**src/rtl/bimodal_btb_predictor_pkg.sv**
```systemverilog
// Shared types and constants for the bimodal BTB branch predictor.
package bp_pkg;

  localparam int PC_W = 16;

  // 2-bit bimodal counter; MSB is the taken/not-taken prediction.
  typedef logic [1:0] bp_ctr_t;

  localparam bp_ctr_t CTR_SNT = 2'b00;
  localparam bp_ctr_t CTR_WNT = 2'b01;
  localparam bp_ctr_t CTR_WT  = 2'b10;
  localparam bp_ctr_t CTR_ST  = 2'b11;

  // Tag is held at full PC width (upper bits zero) so the entry layout does
  // not depend on the table size chosen by the instantiating module.
  typedef struct packed {
    logic            valid;
    logic [PC_W-1:0] tag;
    logic [PC_W-1:0] target;
  } btb_entry_t;

endpackage

```
**src/rtl/bimodal_btb_predictor_if.sv**
```systemverilog
// Fetch/rf_read/execute signal bundle between the PC controller and the predictor.
interface bimodal_btb_predictor_if;
  import bp_pkg::*;

  logic            valid_rf_read;
  logic            valid_execute;
  logic [PC_W-1:0] current_pc;
  logic            is_pc_jump;
  logic            jump;
  logic [PC_W-1:0] target_pc;
  logic            prediction;
  logic [PC_W-1:0] prediction_pc;

  // Pipeline / PC-controller side.
  modport master (
    output valid_rf_read, valid_execute, current_pc, is_pc_jump, jump, target_pc,
    input  prediction, prediction_pc
  );

  // Predictor side.
  modport slave (
    input  valid_rf_read, valid_execute, current_pc, is_pc_jump, jump, target_pc,
    output prediction, prediction_pc
  );

endinterface

```
**src/rtl/bimodal_btb_predictor_sat_ctr.sv**
```systemverilog
// Saturating 2-bit counter step: count up on taken, down on not-taken.
module bp_sat_ctr
  import bp_pkg::*;
(
  input  bp_ctr_t ctr_i,
  input  logic    taken_i,
  output bp_ctr_t ctr_o
);

  // Step the counter, holding at CTR_ST / CTR_SNT.
  always_comb begin
    ctr_o = ctr_i;
    if (taken_i) begin
      if (ctr_i != CTR_ST) ctr_o = ctr_i + 2'd1;
    end else begin
      if (ctr_i != CTR_SNT) ctr_o = ctr_i - 2'd1;
    end
  end

endmodule

```
**src/rtl/bimodal_btb_predictor.sv**
```systemverilog
// Direct-mapped BTB with 2-bit bimodal counters. Lookup is combinational on
// the fetch PC; the fetch PC is tracked through rf_read and execute, and the
// table is trained on resolved jumps in execute. No lookup/train bypass.
module bimodal_btb_predictor
  import bp_pkg::*;
#(
  parameter int ENTRIES = 16,
  parameter int INDEX_W = $clog2(ENTRIES)
) (
  input logic                     clk,
  input logic                     reset,
  bimodal_btb_predictor_if.slave  bp
);

  btb_entry_t      tbl_q [ENTRIES];
  bp_ctr_t         ctr_q [ENTRIES];

  logic [PC_W-1:0] pc_rf_q;
  logic [PC_W-1:0] pc_ex_q;
  logic            jmp_ex_q;

  logic [INDEX_W-1:0] lk_idx;
  logic [PC_W-1:0]    lk_tag;
  logic               lk_hit;

  logic [INDEX_W-1:0] tr_idx;
  logic [PC_W-1:0]    tr_tag;
  logic               tr_hit;
  logic               tr_en;
  bp_ctr_t            tr_ctr_d;

  // Fetch-stage lookup: predict taken only on a tag hit with a taken-biased counter.
  always_comb begin
    lk_idx           = bp.current_pc[INDEX_W:1];
    lk_tag           = bp.current_pc >> (INDEX_W + 1);
    lk_hit           = tbl_q[lk_idx].valid && (tbl_q[lk_idx].tag == lk_tag);
    bp.prediction    = 1'b0;
    bp.prediction_pc = bp.current_pc + 16'd2;
    if (lk_hit && ctr_q[lk_idx][1]) begin
      bp.prediction    = 1'b1;
      bp.prediction_pc = tbl_q[lk_idx].target;
    end
  end

  // Execute-stage training address decode, using the PC tracked into execute.
  always_comb begin
    tr_idx = pc_ex_q[INDEX_W:1];
    tr_tag = pc_ex_q >> (INDEX_W + 1);
    tr_hit = tbl_q[tr_idx].valid && (tbl_q[tr_idx].tag == tr_tag);
    tr_en  = bp.valid_execute && jmp_ex_q;
  end

  bp_sat_ctr u_sat_ctr (
    .ctr_i   (ctr_q[tr_idx]),
    .taken_i (bp.jump),
    .ctr_o   (tr_ctr_d)
  );

  // Track the fetched PC through rf_read into execute; the jump flag only
  // advances with a valid rf_read instruction.
  always_ff @(posedge clk) begin
    if (reset) begin
      pc_rf_q  <= '0;
      pc_ex_q  <= '0;
      jmp_ex_q <= 1'b0;
    end else begin
      pc_rf_q <= bp.current_pc;
      if (bp.valid_rf_read) begin
        pc_ex_q  <= pc_rf_q;
        jmp_ex_q <= bp.is_pc_jump;
      end else begin
        jmp_ex_q <= 1'b0;
      end
    end
  end

  // Table update: counter/target on hit, allocate on taken miss; reset wins over training.
  always_ff @(posedge clk) begin
    if (reset) begin
      for (int i = 0; i < ENTRIES; i++) begin
        tbl_q[i] <= '0;
        ctr_q[i] <= CTR_WNT;
      end
    end else if (tr_en) begin
      if (tr_hit) begin
        ctr_q[tr_idx] <= tr_ctr_d;
        if (bp.jump) tbl_q[tr_idx].target <= bp.target_pc;
      end else if (bp.jump) begin
        tbl_q[tr_idx].valid  <= 1'b1;
        tbl_q[tr_idx].tag    <= tr_tag;
        tbl_q[tr_idx].target <= bp.target_pc;
        ctr_q[tr_idx]        <= CTR_WT;
      end
    end
  end

endmodule
```
**src/flat_wrapper.sv**
```systemverilog
// flat-port wrapper written by rule: the top's interface ports become plain ports
module bimodal_btb_predictor_flat import bp_pkg::*;
#(
  parameter int ENTRIES = 16,
  parameter int INDEX_W = $clog2(ENTRIES)
)
  (clk, reset, bp_valid_rf_read, bp_valid_execute, bp_current_pc, bp_is_pc_jump, bp_jump, bp_target_pc, bp_prediction, bp_prediction_pc);
  bimodal_btb_predictor_if bp_i ();
  input logic clk;
  input logic reset;
  input wire logic [$bits(bp_i.valid_rf_read)-1:0] bp_valid_rf_read;
  input wire logic [$bits(bp_i.valid_execute)-1:0] bp_valid_execute;
  input wire logic [$bits(bp_i.current_pc)-1:0] bp_current_pc;
  input wire logic [$bits(bp_i.is_pc_jump)-1:0] bp_is_pc_jump;
  input wire logic [$bits(bp_i.jump)-1:0] bp_jump;
  input wire logic [$bits(bp_i.target_pc)-1:0] bp_target_pc;
  output wire logic [$bits(bp_i.prediction)-1:0] bp_prediction;
  output wire logic [$bits(bp_i.prediction_pc)-1:0] bp_prediction_pc;
  assign bp_i.valid_rf_read = bp_valid_rf_read;
  assign bp_i.valid_execute = bp_valid_execute;
  assign bp_i.current_pc = bp_current_pc;
  assign bp_i.is_pc_jump = bp_is_pc_jump;
  assign bp_i.jump = bp_jump;
  assign bp_i.target_pc = bp_target_pc;
  assign bp_prediction = bp_i.prediction;
  assign bp_prediction_pc = bp_i.prediction_pc;
  bimodal_btb_predictor #(.ENTRIES(ENTRIES), .INDEX_W(INDEX_W)) u_core (.clk(clk), .reset(reset), .bp(bp_i));
endmodule
```
**config.mk**
```make
export PLATFORM = sky130hd
export DESIGN_NAME = bimodal_btb_predictor_flat
export DESIGN_NICKNAME = d
export VERILOG_FILES = /design/src/rtl/bimodal_btb_predictor_pkg.sv /design/src/rtl/bimodal_btb_predictor_if.sv /design/src/rtl/bimodal_btb_predictor_sat_ctr.sv /design/src/rtl/bimodal_btb_predictor.sv /design/src/flat_wrapper.sv
export SDC_FILE = /design/constraint.sdc
export NUM_CORES = 1
export LEC_CHECK = 0
export BUFFER_PORTS_ARGS = -buffer_cell sky130_fd_sc_hd__buf_2
export CAP_MARGIN = 0
export CORE_MARGIN = 2
export CORE_UTILIZATION = 55
export DETAILED_ROUTE_END_ITERATION = 8
export HOLD_SLACK_MARGIN = 0.02
export PLACE_DENSITY = 0.71
export SLEW_MARGIN = 20
export SYNTH_ARGS = -nofsm -noshare
export SYNTH_HDL_FRONTEND = slang
export SYNTH_SLANG_ARGS = --single-unit
```
**constraint.sdc**
```tcl
create_clock -name clk -period 7.35 [get_ports clk]
set_clock_uncertainty 0.1 [all_clocks]
set_input_delay 2.205 -clock clk [delete_from_list [all_inputs] [get_ports clk]]
set_output_delay 2.205 -clock clk [all_outputs]
set_load 0.1 [all_outputs]
```
==> results of run 1 <==
cell families (layout without fill, tap and decap cells):
family | after synthesis | in the layout
and+or+nand+nor | 663 | 663
DFF | 515 | 515
muxes | 264 | 264
buffers and inverters | 206 | 243
AOI/OAI and AO/OA | 121 | 121
xor gates and xnor gates | 37 | 37
adders and majority gates | 1 | 1
flip-flops by register name, indices dropped and copies added (netlist names), named ones only:
| name | flops |
|---|---|
| u_core.ctr_q | 32 |
| u_core.jmp_ex_q | 1 |
| u_core.pc_ex_q | 15 |
| u_core.pc_rf_q | 15 |
| u_core.tbl_q | 448 |
routing by layer:
layer	track usage, %	up-vias
met1	41.9	8360
met4	12.4	4
met3	6.32	198
met5	0	-
li1	-	6859
met2	50.0	1058
stage by stage:
stage / TNS, ps / setup slack, ps / power, uW / area [um^2]
6_report: 0 / 160 / 6590 / 28000
5_1_grt: 0 / 1.21 / 6740 / 28000
4_1_cts: 0 / 137 / 6600 / 28000
3_5_place_dp: 0 / 154 / 3990 / 26300
3_3_place_gp: 0 / 170 / 3980 / 26300
2_1_floorplan: -269 / -269 / 3760 / 25200
power breakdown:
part / switching (uW) / total, uW / internal (uW)
registers: 52.1 / 3330 / 3280
logic: 375 / 607 / 232
clock network: 1150 / 2650 / 1510
total: 1570 / 6590 / 5020
cell usage after synthesis (all sizes together), types with 2 or more instances:
cell / n / area share [%]
edfxtp: 464 / 55
and3: 264 / 6.6
nor2: 214 / 3.2
mux4: 168 / 15
clkbuf: 125 / 1.9
nand2: 95 / 1.5
mux2i: 80 / 3.2
buf: 61 / 1.6
dfxtp: 51 / 4.1
o21ai: 41 / 0.81
nand3: 33 / 0.66
a21oi: 25 / 0.50
nor2b: 25 / 0.63
xnor2: 22 / 0.77
inv: 20 / 0.30
mux2: 16 / 0.73
xor2: 15 / 0.52
o21bai: 12 / 0.51
a22oi: 10 / 0.30
a211oi: 8 / 0.26
nand4: 8 / 0.26
nor3: 7 / 0.14
o211ai: 5 / 0.15
o31ai: 5 / 0.15
a21boi: 4 / 0.12
and2: 4 / 0.099
nand2b: 4 / 0.099
a22o: 3 / 0.10
a21o: 2 / 0.060
nor3b: 2 / 0.060
layout by cell type, fill, tap and decap left out, types with 4 or more instances in the layout:
cell	instances
inv_1	20
nor3_1	5
bufinv_16	5
nor2b_1	22
xnor2_1	22
clkbuf_1	14
clkinv_2	11
dfxtp_1	50
xor2_1	15
o21bai_2	10
buf_4	66
a21boi_0	4
edfxtp_1	464
a21oi_1	25
o211ai_1	5
mux2_2	15
o31ai_1	5
a211oi_1	7
nor2_1	211
and3_1	263
o21ai_0	41
clkbuf_16	52
nand2_2	13
nand2b_1	4
clkinv_1	10
nand2_1	82
nand3_1	33
buf_12	22
mux2i_1	79
buf_2	35
mux4_2	168
nand4_1	7
a22oi_1	10
worst max path at each step:
stage / startpoint / to / slack (ps)
after global routing: bp_current_pc[4] / bp_prediction_pc[14] / 1
after floorplan: bp_current_pc[4] / bp_prediction / -270
final: bp_current_pc[1] / bp_prediction_pc[14] / 160
after detailed placement: bp_current_pc[2] / bp_prediction_pc[14] / 150
after CTS: bp_current_pc[2] / bp_prediction_pc[14] / 140
after global placement: bp_current_pc[2] / bp_prediction_pc[14] / 170
critical path: stages:
cell and delay (ps):
buf_6 120, buf_12 130, mux4_2 490, mux4_2 500
xnor2_1 310, and4_1 300, nand4_4 120, buf_12 180
mux2_2 330, buf_12 180
what timing repair did:
| action | in CTS | in global routing |
|---|---|---|
| gates resized for setup | 0 | 1 |
| setup endpoints to repair | 0 | 15 |
| hold buffers | 0 | 0 |
area by class of cell:
| class | instances | area [um^2] | share of cell area, % |
|---|---|---|---|
| timing repair buffer | 125 | 1140 | 4.07 |
| tap | 600 | 751 | 2.68 |
| clock buffer | 68 | 1380 | 4.94 |
| multi-input combinational | 1086 | 9360 | 33.5 |
| sequential | 515 | 15000 | 53.5 |
| clock inverter | 30 | 313 | 1.12 |
| inverter | 20 | 75.1 | 0.268 |
==> metrics, run 1 <==
post-DP HPWL=43,500 um; share of cells above drive strength 1=22.9%; Post-DRT Antenna Nets=0; crit start category=primary input; DR WL met2=34,800 um; Ports=55; WP data required=5050 ps; Critical Path Fanout Max=16; fin cells=2,444; Adder-Cell Fraction of Synth Area=0.0497%; CTS tree=done; syn_nets=1,846; sequential share of the synthesized area=59.4%; WL met1=26,400 um; first-pass GRT wire length=107,000 um; Worst Hold Depth=2; GRT Overall Usage=31.1%; worst r2r dst=u_core.tbl_q[5][20]; Syn Area/Cell=13.9 um^2; diode count=0; worst-skew pair later-pin latency=630 ps; worst rel slew slack=24.7%; main combinational cell family by area after synthesis=multiplexers; CTS Buffer Depth=3; final critical-path share of the clock period=97.8%; PwrDens=236 nW/um^2; ys flop type=edfxtp_1; Starting Density=55.6%; pin count of the biggest net entering global routing=75; worst path arrival time=4890 ps; Worst-Margin Slew=1130 ps; Mapped Area=25,200 um^2; met3 wire len=7810 um; synthesized flop and latch total=515; Min-Delay Path Class=register to register; TritonCTS Sinks=515; DR top layer=met5; die width=218 um; RSZ-0062 raised after global routing=no; Layout Utilization=61.8%; Min-Delay Endpoint=u_core.pc_ex_q[13]; fin nets=1,839; R2R Setup Slk=2100 ps; Max Cap Viol=0; die area=47,500 um^2; filler cell count=3,387; Synth async-reset ratio=0%; final wirelength=72,200 um; post-synthesis compound-gate area fraction=3.19%; initial antenna violation count=3; Final Max Tran Viols=0; die height=218 um; Cell variety after synth=54; Finish-stage setup viols=0; via count=16,479; EDFF count, synth=464; Hold Crit Start=u_core.pc_rf_q[13]; simple-gate share of the synthesized area=13.4%; htree depth=2; Cell Rows=78; post-layout minimum cycle time=7190 ps; WHS=370 ps; DRC viols=0; Worst Setup Path Type=primary input to output port; gpl congestion=0.940; vias in the first global route=16,376; synthesized instance count=1,807; port buffer count=54; Max Fclk=139 MHz; vias per cell=6.74; Root Buffer=clkbuf_16; cells on worst reg2reg path=9; core area=45,300 um^2; total gr overflow=0; post-synthesis mux area share=18.9%; outcome=complete, no violations; first drt pass iteration count=5; crit end category=output port; Synth Area in XOR/XNOR=1.29%; setup bufs post-CTS=0; YS warnings=0; final count of hold timing violations=0; VDD IR max=217 uV; clk slew on worst S/H paths=60 ps; P_leak=0.0105 uW; DP Cell Count=2,346; initial drt markers=2,170; Synth-to-Final Area Change=11.1%; WL/cell=29.5 um; CTS Buf Count=52
Power figures use the tool's default switching activity.
==> run 2: changes to the inputs <==
Settings changed: CTS_BUF_LIST set to sky130_fd_sc_hd__clkbuf_8.
==> run 2 against run 1 <==
Flip-flop and latch count is the same. Core utilization grew 0.27 points. Power grew 0.30%. Via count grew 1.0%. Largest cell class unchanged. Largest power group unchanged.
==> metrics, run 2 (same netlist as run 1, synthesis figures left out) <==
most used cell, CP=buf_12; worst-skew pair later-pin latency=700 ps (+70 ps); largest registers=u_core.tbl_q: 448 flops, u_core.ctr_q: 32 flops; Cell Rows=78 (unchanged); CTS Buf Count=87 (+67%); CTS resizes=0 (unchanged); core area=45,300 um^2 (unchanged); P_leak=0.0107 uW (+2.0%); clock share of power=40.4% (about the same); sequential share of power=50.4% (about the same); Top delay family on crit path=multiplexers; pin count of the biggest net entering global routing=75 (unchanged); worst path arrival time=4900 ps (about the same); Synth-to-Final Area Change=11.6%; most frequent cells in the layout=edfxtp_1, and3_1, nor2_1; cells on worst reg2reg path=9 (unchanged); Max Cap Viol=0 (unchanged); clk slew on worst S/H paths=60 ps (about the same); worst rel slew slack=23.8% (-0.87 points); htree depth=3 (+1); CTS tree=done; initial drt markers=2,061 (-5.0%); pre-CTS setup slack=154 ps (unchanged); DR WL met2=35,100 um (+0.76%); R2R Setup Slk=2090 ps (about the same); gpl congestion=0.940 (unchanged); Critical Path Fanout Max=16 (unchanged); via count=16,643 (+1.0%); port buffer count=54 (unchanged); die height=218 um (unchanged); crit end category=output port; diode count=0 (unchanged); CP bufs+invs=4 (unchanged); first drt pass iteration count=5 (unchanged); commonest non-fill, non-tap cell in the layout=edfxtp_1; Finish-stage setup viols=0 (unchanged); vias per cell=6.65 (-1.4%); VDD IR max=188 uV (-13%); Final Cell Area=28,100 um^2 (+0.44%); final critical-path share of the clock period=98.1% (+0.23 points); worst r2r dst=u_core.tbl_q[5][23]; Sw Share=24.8% (+0.91 points); DRC viols=0 (unchanged); vias in the first global route=16,765 (+2.4%); fin nets=1,874 (+1.9%); WL met1=26,400 um (about the same); Root Buffer=clkbuf_8; Max Fclk=139 MHz (-0.23%); Worst Setup SP=bp_current_pc[1]; Worst-Margin Slew=1140 ps (+13.1 ps); met3 wire len=8070 um (+3.3%); GRT Overall Usage=31.3% (+0.21 points); RSZ-0062 raised after global routing=no; WP data required=5050 ps (about the same); Min-Delay Path Class=register to register; PwrDens=235 nW/um^2 (-0.14%); Post-DRT Antenna Nets=0 (unchanged); initial antenna violation count=3 (unchanged); setup ws final=143 ps (-16.6 ps); TritonCTS Sinks=515 (unchanged); first-pass GRT wire length=108,000 um (+0.38%); CTS Buffer Depth=3 (unchanged); crit start category=primary input; DR top layer=met5; Final Max Tran Viols=0 (unchanged); die area=47,500 um^2 (unchanged); outcome=complete, no violations; die width=218 um (unchanged); hold buffer count at cts=0 (unchanged); CP max-delay cell=mux4_2; Biggest register=u_core.tbl_q; setup bufs post-CTS=0 (unchanged); cell-internal power=4970 uW (-0.90%); logic depth of the worst setup path including buffers=10 (unchanged); worst-path cell chain=buf_6, buf_12, mux4_2, mux4_2, xnor2_1, and4_1, nand4_4, buf_12, mux2_2, buf_12; WL/cell=29.0 um (-2.0%); Ports=55 (unchanged); share of cells above drive strength 1=25.0% (+2.1 points); Comb power frac=9.2% (about the same); WHS=366 ps (-4.32 ps); Critical Path Sink=bp_prediction_pc[4]; post-DP HPWL=43,500 um (unchanged); total gr overflow=0 (unchanged); Sw Pwr=1640 uW (+4.1%); Worst Setup Path Type=primary input to output port; Max stage delay on crit path=510 ps (about the same); post-layout minimum cycle time=7210 ps (+16.6 ps); final wirelength=72,500 um (+0.40%); Largest register FFs=448 (unchanged); final count of hold timing violations=0 (unchanged); placed cell areas=26,300 um^2 (unchanged); Starting Density=55.6% (unchanged)
[run 2: cell count changes in the layout (fill, tap and decap cells not counted), moves of 2 or more]
cell       delta
clkbuf_8    +104
clkinv_8      -2
clkinv_1      -5
inv_1        +24
clkbuf_16    -52
inv_8         +4
clkbuf_1     -14
[run 2: worst min-delay path, stage by stage, from the launching register on]
cell	delay (ps)
dfxtp_1	310
mux2i_1	60
nor2_1	80
[run 2: how the worst min path moves through the flow]
stage / startpoint / endpoint / slack [ps] / depth (start not counted)
final: u_core.pc_rf_q[6] / u_core.pc_ex_q[6] / 370 / 2
after global routing: u_core.pc_rf_q[10] / u_core.pc_ex_q[10] / 400 / 2
after CTS: u_core.pc_rf_q[6] / u_core.pc_ex_q[6] / 370 / 2
after detailed placement: u_core.pc_rf_q[15] / u_core.pc_ex_q[15] / 350 / 2
after global placement: u_core.pc_rf_q[6] / u_core.pc_ex_q[6] / 350 / 2
after floorplan: u_core.tbl_q[11][27] / u_core.tbl_q[11][27] / 340 / 2
[run 2: final cells by class]
type                            instances  area [um^2]
Fill cell                            3399        17200
Sequential cell                       515        15000
Multi-Input combinational cell       1086         9360
Clock buffer                          106         1460
Timing Repair Buffer                  125         1140
Tap cell                              600          751
Clock inverter                         51          362
Inverter                               20         75.1
[run 2: per-layer routing]
layer / GRT usage, % / vias to the layer above
met5: 0 / -
met4: 13.3 / 4
met3: 7.41 / 200
met2: 50.0 / 1081
met1: 41.3 / 8417
li1: - / 6941
[run 2: per-stage QoR]
stage	setup TNS, ps	std cells	utilization [%]	power [uW]
floorplan	-269	1807	-	3760
global placement	0	2346	58.0	3980
detailed placement	0	2346	58.0	3990
CTS	0	2503	62.0	6610
global route	0	2503	62.1	6770
finish	0	2503	62.1	6610
[run 2: power by group through the flow]
stage	combinational, uW	sequential [uW]	clock (uW)
after floorplan	401	3360	0
after global placement	594	3380	0
after detailed placement	600	3390	0
after CTS	602	3330	2680
after global routing	634	3340	2800
final	607	3330	2670
==> run 3: changes to the inputs <==
Settings changed: CORE_UTILIZATION 55 to 40, PLACE_DENSITY 0.71 to unset.
==> run 3 against run 2 <==
Wire length increased by 6.3%. Cell area up 0.75%. Register-to-register slack improved by 90 ps. Final cell count increased by 9.7%. Critical path depth rose by 2. Core utilization fell by 16 points. First-iteration DRC count decreased by 15%. Clock power down 6%. Global-route usage shrank 7.2 points. Count of clock-buffer cells in the layout fell by 6. Sequential share of layout area decreased by 0.39 points. Die area is 37% higher. Largest cell class unchanged.
==> metrics, run 3 (same netlist as run 1, synthesis figures left out) <==
fin nets=1,871 (-0.16%); RSZ-0062 raised after global routing=no; Cell Rows=91 (+17%); worst-path cell chain=buf_6, buf_12, mux4_2, mux2i_1, xor2_1, nor2_1, nor2_1, and4bb_2, nand4_4, buf_12, mux2_2, buf_12; Worst-Margin Slew=1150 ps (+8.69 ps); clock share of power=38.8% (-1.6 points); clk slew on worst S/H paths=60 ps (about the same); initial antenna violation count=8 (+5); vias per cell=5.96 (-10%); via count=16,367 (-1.7%); filler cell count=5,564 (+64%); largest registers=u_core.tbl_q: 448 flops, u_core.ctr_q: 32 flops; Final Max Tran Viols=0 (unchanged); total gr overflow=0 (unchanged); most frequent cells in the layout=edfxtp_1, and3_1, nor2_1; crit end category=output port; outcome=complete, no violations; die height=255 um (+17%); Max stage delay on crit path=520 ps (about the same); crit start category=primary input; core area=61,900 um^2 (+37%); WHS=373 ps (+7.00 ps); Starting Density=40.7% (-15 points); final wirelength=77,000 um (+6.3%); worst rel slew slack=23.2% (-0.58 points); Max Cap Viol=0 (unchanged); Worst Setup Path Type=primary input to output port; DRC viols=0 (unchanged); pin count of the biggest net entering global routing=76 (+1.3%); Sw Pwr=1660 uW (+1.4%); Overall Power=6470 uW (-2.2%); setup bufs post-CTS=0 (unchanged); WP data required=5050 ps (about the same); CTS Buf Count=89 (+2.3%); Root Buffer=clkbuf_8; initial drt markers=1,750 (-15%); VDD IR max=129 uV (-32%); Ports=55 (unchanged); WL/cell=28.0 um (-3.2%); Post-DRT Antenna Nets=0 (unchanged); PwrDens=228 nW/um^2 (-2.9%); htree depth=3 (unchanged); post-DP HPWL=45,600 um (+4.8%); CP max-delay cell=mux4_2; post-layout minimum cycle time=7250 ps (+38.4 ps); sequential share of power=51.5% (+1.1 points); Comb power frac=9.7% (+0.5 points); GRT Overall Usage=24.1% (-7.2 points); vias in the first global route=16,687 (-0.47%); P_leak=0.0107 uW (-0.19%); worst-skew pair later-pin latency=690 ps (about the same); worst path arrival time=4940 ps (+40 ps); commonest non-fill, non-tap cell in the layout=edfxtp_1; final count of hold timing violations=0 (unchanged); Min-Delay Path Class=register to register; share of cells above drive strength 1=24.4% (-0.58 points); Synth-to-Final Area Change=12.4%; Biggest register=u_core.tbl_q; gpl congestion=0.913 (-2.9%); cell-internal power=4800 uW (-3.4%); Largest register FFs=448 (unchanged); port buffer count=54 (unchanged); die area=65,000 um^2 (+37%); first drt pass iteration count=5 (unchanged); CTS tree=done; Max Fclk=138 MHz (-0.53%); Finish-stage setup viols=0 (unchanged); TritonCTS Sinks=515 (unchanged); die width=255 um (+17%); CTS Buffer Depth=3 (unchanged); Critical Path Fanout Max=15 (-1); Sw Share=25.7% (+0.92 points); most used cell, CP=buf_12; final critical-path share of the clock period=98.6% (+0.52 points); first-pass GRT wire length=112,000 um (+4.3%)
run 3: cell count changes in the layout (fill, tap and decap cells not counted), moves of 3 or more:
cell       delta
buf_12        +4
clkinv_2      -6
inv_1        +16
nand2_1       -7
bufinv_16     -3
clkinv_1      +9
buf_4         -9
clkbuf_8      -6
inv_8         -3
nand2_2       +7
diode_2       +3
run 3: worst max-delay path, delay by kind of cell:
kind,cells,cell delay [ps]
buffers and inverters,4,780
AND/OR/NAND/NOR,4,720
XOR/XNOR,1,110
multiplexers,3,1090
run 3: power by group through the flow:
stage / clock (uW) / sequential (uW) / combinational [uW]
global route: 2660 / 3340 / 657
global placement: 0 / 3390 / 618
detailed placement: 0 / 3390 / 622
floorplan: 0 / 3360 / 401
CTS: 2530 / 3330 / 624
finish: 2510 / 3330 / 629
run 3: final timing paths:
check / startpoint / endpoint / slack (ps) / cells past startpoint
worst max-delay path: bp_current_pc[2] / bp_prediction_pc[3] / 100 / 12
worst min-delay path: u_core.pc_rf_q[13] / u_core.pc_ex_q[13] / 370 / 2
worst min register to register: u_core.pc_rf_q[13] / u_core.pc_ex_q[13] / 370 / 2
worst max register to register: register / u_core.tbl_q[1][16] / 2180 / 8
run 3: area by class of cell:
| class | count | area, um^2 | share of cell area [%] |
|---|---|---|---|
| inverters | 20 | 75.1 | 0.265 |
| clock buffers | 100 | 1380 | 4.86 |
| repair buffers | 120 | 1150 | 4.05 |
| flip-flops and latches | 515 | 15000 | 52.8 |
| clock inverters | 66 | 312 | 1.10 |
| multi-input cells | 1086 | 9390 | 33.2 |
| well taps | 837 | 1050 | 3.70 |
| diodes | 3 | 7.51 | 0.0265 |
run 3: repair_timing:
item,CTS,global route
hold buffers,0,0
hold endpoints to repair,0,0
resized for setup,0,2
endpoints found under the setup margin,0,16
run 3: routing by layer:
layer,GRT usage [%],routed length (um),vias to the layer above
met5,0,41,-
met4,8.79,2410,6
met3,6.83,7520,176
met2,38.7,36900,820
met1,31.3,30200,8428
li1,-,-,6937
run 3: metrics by stage:
step	cells	setup slack (ps)	utilization, %	TNS (ps)	cell area [um^2]
detailed placement	2578	121	42.9	0	26600
finish	2747	105	45.7	0	28300
floorplan	1807	-269	-	-269	25200
CTS	2744	83.0	45.7	0	28300
global placement	2578	71.8	42.9	0	26600
global route	2747	12.0	45.7	0	28300
